[config.mk]
export PLATFORM = sky130hd
export DESIGN_NAME = ccff_chain_loader
export DESIGN_NICKNAME = d
export VERILOG_FILES = /design/src/rtl/ccff_chain_loader.sv
export SDC_FILE = /design/constraint.sdc
export NUM_CORES = 1
export LEC_CHECK = 0
export CAP_MARGIN = 20
export CORE_MARGIN = 3
export CORE_UTILIZATION = 50
export CTS_CLUSTER_DIAMETER = 60
export DETAILED_ROUTE_END_ITERATION = 16
export PLACE_DENSITY = 0.81
export SETUP_SLACK_MARGIN = 0.15
export SKIP_LAST_GASP = 1
export SLEW_MARGIN = 20
export SYNTH_ARGS = -nofsm -noshare
export SYNTH_HDL_FRONTEND = slang
export SYNTH_SLANG_ARGS = --single-unit
[constraint.sdc]
create_clock -name prog_clk -period 2.5 [get_ports prog_clk]
set_input_delay 0.5 -clock prog_clk [delete_from_list [all_inputs] [get_ports prog_clk]]
set_output_delay 0.5 -clock prog_clk [all_outputs]
set_load 0.01 [all_outputs]
[src/rtl/ccff_chain_loader.sv]
// ccff_chain_loader: serializes configuration words LSB-first onto a tile ccff chain, gating the chain clock.
// Define CCFF_LOADER_VERIFY_EN to add a CRC-8 readback pass that recirculates the chain after loading.

module ccff_chain_loader #(
    parameter int CHAIN_LEN = 19,
    parameter int WORD_W    = 8
) (
    input  logic              prog_clk,
    input  logic              pReset,
    input  logic              start,
    input  logic [WORD_W-1:0] word_in,
    input  logic              word_valid,
    output logic              word_ready,
    output logic              ccff_head,
    input  logic              ccff_tail,
    output logic              ccff_shift_en,
    output logic              busy,
    output logic              done,
    output logic              error
);
    // state    | meaning
    // S_IDLE   | waiting for start
    // S_LOAD   | accepting words and shifting bits into the chain
    // S_VERIFY | recirculating the chain through ccff_tail, CRC over readback
    // S_DONE   | one-cycle completion pulse
    localparam int NWORDS = (CHAIN_LEN + WORD_W - 1) / WORD_W;
    localparam int CNT_W  = $clog2(CHAIN_LEN + 1);
    localparam int REM_W  = $clog2(WORD_W + 1);
    localparam int WCNT_W = $clog2(NWORDS + 1);
    localparam logic [CNT_W-1:0]  CHAIN_LEN_C = CNT_W'(CHAIN_LEN);
    localparam logic [WCNT_W-1:0] NWORDS_C    = WCNT_W'(NWORDS);

    typedef enum logic [1:0] {
        S_IDLE   = 2'd0,
        S_LOAD   = 2'd1,
        S_VERIFY = 2'd2,
        S_DONE   = 2'd3
    } state_t;

    state_t              state_q, state_d;
    logic [CNT_W-1:0]    bit_cnt_q, bit_cnt_d;
    logic [REM_W-1:0]    rem_q, rem_d;
    logic [WORD_W-1:0]   sreg_q, sreg_d;
    logic [WCNT_W-1:0]   wcnt_q, wcnt_d;
    logic                head_q, head_d;
    logic                shift_en_q, shift_en_d;
    logic                issue;
    logic                issue_bit;
    int                  left_bits;
    int                  take_bits;

`ifdef CCFF_LOADER_VERIFY_EN
    logic [7:0]          crc_ld_q, crc_ld_d;
    logic [7:0]          crc_tl_q, crc_tl_d;
    logic [7:0]          tail_crc_next;
    logic [CNT_W-1:0]    vcnt_q, vcnt_d;
    logic                error_q, error_d;

    function automatic logic [7:0] crc8_step(input logic [7:0] crc, input logic din);
        logic fb;
        fb = crc[7] ^ din;
        return {crc[6:0], 1'b0} ^ (fb ? 8'h07 : 8'h00);
    endfunction
`else
    logic unused_tail;
    assign unused_tail = ccff_tail;
`endif

    always_ff @(posedge prog_clk or posedge pReset) begin
        if (pReset) state_q <= S_IDLE;
        else        state_q <= state_d;
    end

    always_comb begin
        state_d = state_q;
        case (state_q)
            S_IDLE: if (start) state_d = S_LOAD;
            S_LOAD: begin
                if (bit_cnt_q == CHAIN_LEN_C) begin
`ifdef CCFF_LOADER_VERIFY_EN
                    state_d = S_VERIFY;
`else
                    state_d = S_DONE;
`endif
                end
            end
`ifdef CCFF_LOADER_VERIFY_EN
            S_VERIFY: if (vcnt_q == '0) state_d = S_DONE;
`endif
            S_DONE: state_d = S_IDLE;
            default: state_d = S_IDLE;
        endcase
    end

    always_comb begin
        word_ready    = (state_q == S_LOAD) && (rem_q == '0) &&
                        (bit_cnt_q < CHAIN_LEN_C) && (wcnt_q < NWORDS_C);
        busy          = (state_q == S_LOAD) || (state_q == S_VERIFY);
        done          = (state_q == S_DONE);
        ccff_shift_en = shift_en_q;
        ccff_head     = head_q;
        error         = 1'b0;
`ifdef CCFF_LOADER_VERIFY_EN
        // Loopback keeps the chain contents intact while it is read out.
        if (state_q == S_VERIFY) ccff_head = ccff_tail;
        error = error_q;
`endif
    end

    always_comb begin
        bit_cnt_d  = bit_cnt_q;
        rem_d      = rem_q;
        sreg_d     = sreg_q;
        wcnt_d     = wcnt_q;
        head_d     = head_q;
        shift_en_d = 1'b0;
        issue      = 1'b0;
        issue_bit  = 1'b0;
        left_bits  = CHAIN_LEN - int'(bit_cnt_q);
        take_bits  = (left_bits < WORD_W) ? left_bits : WORD_W;
`ifdef CCFF_LOADER_VERIFY_EN
        crc_ld_d      = crc_ld_q;
        crc_tl_d      = crc_tl_q;
        vcnt_d        = vcnt_q;
        error_d       = error_q;
        tail_crc_next = crc8_step(crc_tl_q, ccff_tail);
`endif
        case (state_q)
            S_IDLE: begin
                if (start) begin
                    bit_cnt_d = '0;
                    rem_d     = '0;
                    sreg_d    = '0;
                    wcnt_d    = '0;
`ifdef CCFF_LOADER_VERIFY_EN
                    crc_ld_d  = '0;
                    crc_tl_d  = '0;
                    error_d   = 1'b0;
`endif
                end
            end
            S_LOAD: begin
                // rem counts bits still waiting behind the one currently on ccff_head.
                if (word_valid && word_ready) begin
                    issue     = 1'b1;
                    issue_bit = word_in[0];
                    sreg_d    = word_in >> 1;
                    rem_d     = REM_W'(take_bits - 1);
                    wcnt_d    = wcnt_q + 1'b1;
                end else if (rem_q != '0) begin
                    issue     = 1'b1;
                    issue_bit = sreg_q[0];
                    sreg_d    = sreg_q >> 1;
                    rem_d     = rem_q - 1'b1;
                end
                if (issue) begin
                    head_d     = issue_bit;
                    shift_en_d = 1'b1;
                    bit_cnt_d  = bit_cnt_q + 1'b1;
`ifdef CCFF_LOADER_VERIFY_EN
                    crc_ld_d   = crc8_step(crc_ld_q, issue_bit);
`endif
                end
`ifdef CCFF_LOADER_VERIFY_EN
                if (state_d == S_VERIFY) begin
                    shift_en_d = 1'b1;
                    vcnt_d     = CNT_W'(CHAIN_LEN - 1);
                end
`endif
            end
`ifdef CCFF_LOADER_VERIFY_EN
            S_VERIFY: begin
                crc_tl_d = tail_crc_next;
                if (vcnt_q != '0) begin
                    vcnt_d     = vcnt_q - 1'b1;
                    shift_en_d = 1'b1;
                end else begin
                    error_d = (tail_crc_next != crc_ld_q);
                end
            end
`endif
            default: ;
        endcase
    end

    always_ff @(posedge prog_clk or posedge pReset) begin
        if (pReset) begin
            bit_cnt_q  <= '0;
            rem_q      <= '0;
            sreg_q     <= '0;
            wcnt_q     <= '0;
            head_q     <= 1'b0;
            shift_en_q <= 1'b0;
`ifdef CCFF_LOADER_VERIFY_EN
            crc_ld_q   <= '0;
            crc_tl_q   <= '0;
            vcnt_q     <= '0;
            error_q    <= 1'b0;
`endif
        end else begin
            bit_cnt_q  <= bit_cnt_d;
            rem_q      <= rem_d;
            sreg_q     <= sreg_d;
            wcnt_q     <= wcnt_d;
            head_q     <= head_d;
            shift_en_q <= shift_en_d;
`ifdef CCFF_LOADER_VERIFY_EN
            crc_ld_q   <= crc_ld_d;
            crc_tl_q   <= crc_tl_d;
            vcnt_q     <= vcnt_d;
            error_q    <= error_d;
`endif
        end
    end

endmodule

; Yosys cells after proc, flatten, opt, wreduce, memory -nomap -nowiden
; Index checks and enable logic that the tools add are counted.
[op_classes]
n_reduce_logical = 14
addsub = 5
n_eq_ne = 9
muxes = 25
order_cmp = 3
[ops]
columns = cell, count
row1 = $mux 8, 3
row2 = $mux 4, 4
row3 = $pmux 8 s2, 1
row4 = $mux 5, 2
row5 = $pmux 5 s2, 1
row6 = $reduce_and 3->1, 3
row7 = $mux 2, 4
row8 = $pmux 2 s2, 2
row9 = $pmux 4 s2, 1
row10 = $mux 1, 7
row11 = $lt 6x5->1 const B, 1
row12 = $sub 5x5->6 const A, 1
row13 = $add 5x1->5 const B, 1
row14 = $eq 5x5->1 const B, 1
row15 = $lt 5x5->1 const B, 1
row16 = $eq 2x2->1 const B, 2
row17 = $logic_and 1x1->1, 4
row18 = $logic_not 4->1, 1
row19 = $ne 2x1->1 const B, 2
row20 = $ne 2x2->1 const B, 2
row21 = $reduce_and 2->1, 2
row22 = $reduce_bool 4->1, 1
row23 = $sub 4x1->4 const B, 1
row24 = $sub 4x2->4 const B, 1
row25 = 7 further kinds, 7
[totals]
input_bits = 13
elab_cells = 63
register_bits = 23
out_inout_bits = 6

; Logic depth before layout (Yosys ltp)
[depth]
depth_word = 9
mapped_depth = 8
depth_no_buf = 8

; Worst setup path before layout
; No wires, ideal clock.
[synth_timing]
path_type = register to register
start = reg bit_cnt_q[2]
end = reg rem_q[2]
path_slack_ns = 0.403
setup_ns = 0.116
required_time_ns = 2.384
path_stages_with_launch = 9
n_path_buf = 0
arrival_ns = 1.981
cell_sequence = dfrtp_1 -> inv_1 -> ha_1 -> ha_1 -> o21ai_0 -> nand2b_1 -> ha_1 -> xor2_1 -> o311ai_0
[synth_via]
elab_chain_len = 6
[synth_lines]
columns = element, line
row1 = "start, declared", 41  ; logic [CNT_W-1:0] bit_cnt_q, bit_cnt_d;
row2 = "start signal, assigned", 201  ; bit_cnt_q <= bit_cnt_d;
row3 = $sub 5x5->6 / $lt 5x5->1 (equally long branches), "119, 97"
row4 = $lt 6x5->1 / $logic_and 1x1->1 (equally long branches), "120, 96"
row5 = $mux 4 / $logic_and 1x1->1 (equally long branches), "120, 97"
row6 = $sub 4x2->4 / $logic_and 1x1->1 (equally long branches), "148, 144"
row7 = $mux 4 / $ne 3x1->1 (equally long branches), --
row8 = $pmux 4 s2 / $reduce_and 3->1 (equally long branches), --
row9 = "end signal, assigned", 202  ; rem_q <= rem_d;
row10 = "end, declared", 42  ; logic [REM_W-1:0] rem_q, rem_d;
; Several ways; a longest one is shown, not always the timed one.
; A chain may end at the register's enable or synchronous reset.

; Final worst setup path
[layout_timing]
start = reg bit_cnt_q[2]
end = out word_ready
[layout_via]
elab_chain_len = 3
[layout_lines]
columns = element, line
row1 = $lt 5x5->1, 97  ; (bit_cnt_q < CHAIN_LEN_C) && (wcnt_q < NWORDS_C);
row2 = $logic_and 1x1->1, 96  ; word_ready = (state_q == S_LOAD) && (rem_q == '0) &&
row3 = $logic_and 1x1->1, 97
row4 = "end, declared", 13  ; output logic word_ready,
; Every way passes these cells.

==> flow_summary.yaml <==
status:
  status: "finished, final reports clean"
synthesis:
  yosys_warnings: 0
  ys_top_cells_by_count: "dfrtp_1, nand2_1, ha_1, inv_1, nand3_1"
  syn_area_per_cell_um2: 10.09
  yosysTopAreaCellShare_pct: 38.16
  synthTopCellsByArea: "dfrtp_1, ha_1, mux2i_1"
  ys_types: 49
  syn_inst: 143
  async_reset_ff_share_pct: 100.0
  ys_ff_latch: 22
  yosys.area.top_type: "dfrtp_1"
  ys.flop_type: "dfrtp_1"
  synth_most_common_cell: "dfrtp_1"
  synth_edf_count: 0
  syn_area_um2: 1443
  syn_nets: 166
  synth-seq-area-share_pct: 38.16
die:
  start_util_pct: 55.22
  fp.dieW_um: 59.72
  dieArea_um2: 3566
  core-area_um2: 2613
  die_h_um: 59.72
  row_count: 18
  ios: 19
critical_path:
  crit_path_cell_trace: "inv_2 > ha_2 > ha_4 > mux2i_4 > and4b_1 > clkdlybuf4s15_2"
  r2r_start: "bit_cnt_q[2]$_DFFE_PP0P_"
  crit_slowest_cell: "dfrtp_1"
  start_kind: "flop"
  critPathRequiredTime_ns: 2.00
  r2r_cells: 8
  critPathKind: "reg -> out"
  crit_fanout: 3
  r2r_end: "rem_q[0]$_DFFE_PP0P_"
  rrSetupSlack_ns: 0.38
  critPathCaptureType: "output port"
  cpPeakStageDelay_ns: 0.41
  crit_arrival_ns: 1.81
drt:
  routedWlPerCell_um: 15.60
  drt_iter0_markers: 51
  ant_nets: 0
  vias: 1187
  drcViolationCount: 0
  drt_wl_total_um: 3088
  vias_per_cell: 5.995
  drtPass1Iterations: 4
global_routing:
  grt_max_degree: 23
  track_usage_pct: 18.48
  busiest_layer: "met2"
  use_met3_pct: 3.024
  use_met2_pct: 29.48
  gr-usage-met1_pct: 25.75
  antenna_found_initial: 0
  grt_pass1_wl_um: 5085
  gr-total-overflow: 0
  grt_pass1_vias: 1179
clock_tree:
  cts_buffers: 3
  cts_sinks: 22
  root_buffer: "clkbuf_4"
  ctsHoldBuffers: 0
  clk_path_buf_depth: 2
  htreeDepth: 1
  cts_tree: "done"
  clk_latency_ns: 0.32
  clk_pin_slew_worst_paths_ns: 0.13
sta:
  finalMaxSlewViolations: 0
  tightest_slew_ns: 0.5451
  fmax_ghz: 0.4324
  rsz0062_at_grt: "no"
  maxSlewHeadroom_pct: 62.62
  period_share_pct: 92.50
  skew_ns: 0.006194
  setup_viol: 0
  finalCriticalPeriod_ns: 2.312
  finalHoldViolCount: 0
  fin_setup_tns_ns: 0
cells_and_area:
  syn2layout_area_growth_pct: 21.25
  drive_above_1_share_pct: 15.48
  utilization_pct: 66.95
  multi_input_area_um2: 834.6
  n_fill_cell: 206
  antennaDiodeCount: 0
  register_area_um2: 550.5
  fin_nets: 192
flow_run:
  drv_cap: 0
place:
  dp_hpwl_um: 2207
  place_congestion: 0.8174
  io_buffer_count: 16
power:
  ir_drop_v: 0.0009167
  power_density_nw_per_um2: 1261
  power_mw: 2.205
  power.leakage_nw: 0.8227
worst_hold_path:
  hp-class: "in -> async"
flip-flops by register name (all words and copies together), names as in the netlist:
signal         cells
rem_q              4
ccff_shift_en      1
sreg_q             7
state_q            2
wcnt_q             2
ccff_head          1
bit_cnt_q          5
cell families (layout without fill, tap and decap cells):
family | count (synthesis) | in the layout | share of synthesized area [%]
other cells | 1 | 1 | 0.2599
simple gates | 48 | 48 | 18.56
compound gates | 34 | 34 | 19.52
flops | 22 | 22 | 38.16
mux | 11 | 11 | 8.586
fa+ha+maj | 10 | 10 | 8.673
buf+inv | 15 | 40 | 5.030
xor+xnor | 2 | 2 | 1.214
worst max-delay path: cells and delay by family (launching register included):
family	cells	cell delay [ns]
DFF	1	0.41
adders and majority gates	2	0.33
buffers and inverters	2	0.29
muxes	1	0.24
and+or+nand+nor	1	0.22
per-stage QoR:
| stage | worst slack (ns) | area [um2] | std cells | hold slack (ns) |
|---|---|---|---|---|
| finish | 0.1875 | 1749 | 198 | 0.5106 |
| global route | 0.1334 | 1749 | 198 | 0.5268 |
| CTS | 0.1809 | 1734 | 196 | 0.5094 |
| detailed placement | 0.1269 | 1658 | 191 | 0.4742 |
| global placement | 0.1853 | 1658 | 191 | 0.4721 |
| floorplan | 0.4034 | 1443 | 143 | 0.4559 |
worst max path at each step:
stage                     slack [ns]              endpoint  depth (start not counted)                startpoint
final                           0.19            word_ready                          6  bit_cnt_q[2]$_DFFE_PP0P_
after detailed placement        0.13            word_ready                          6  bit_cnt_q[3]$_DFFE_PP0P_
after global placement          0.19            word_ready                          6  bit_cnt_q[3]$_DFFE_PP0P_
after global routing            0.13            word_ready                          6  bit_cnt_q[2]$_DFFE_PP0P_
after CTS                       0.18            word_ready                          6  bit_cnt_q[2]$_DFFE_PP0P_
after floorplan                 0.40  rem_q[2]$_DFFE_PP0P_                          8  bit_cnt_q[2]$_DFFE_PP0P_
final cells by class:
class                      instances  area share [%]
clock buffer                       3           1.288
sequential                        22           31.47
inverter                          10           2.146
tap                               30           2.146
clock inverter                     1           1.717
timing repair buffer              26           13.52
multi-input combinational        106           47.71
where the power goes:
part	internal (mW)	switching (mW)
registers	0.492	0.128
clock network	0.162	0.115
logic	0.642	0.666
total	1.30	0.909
cell usage in the layout (no fill, tap or decap), types with 2 or more instances in the layout:
master	instances
inv_2	2
nand3_1	10
nor2_1	8
a211o_1	2
nor2b_1	2
nand2_1	11
nor3_1	2
o21ai_0	7
o211ai_1	2
and3_1	2
buf_4	10
nand2b_1	3
and2b_1	2
o2bb2ai_1	6
ha_1	8
clkbuf_4	3
clkdlybuf4s50_1	15
mux2i_1	9
dfrtp_1	22
inv_1	8
a32o_1	2
what timing repair did:
item,4_1_cts,5_1_grt
setup endpoints to repair,1,1
pin swaps,0,1
resized for setup,7,1
setup buffers,1,2
routing by layer:
layer  vias to the layer above  routed length [um]
met5                         -                   0
met4                         0                  52
met3                         6                 115
met2                        28                1460
met1                       576                1460
li1                        577                   -
No activity file was read; power rests on OpenSTA's default activity.
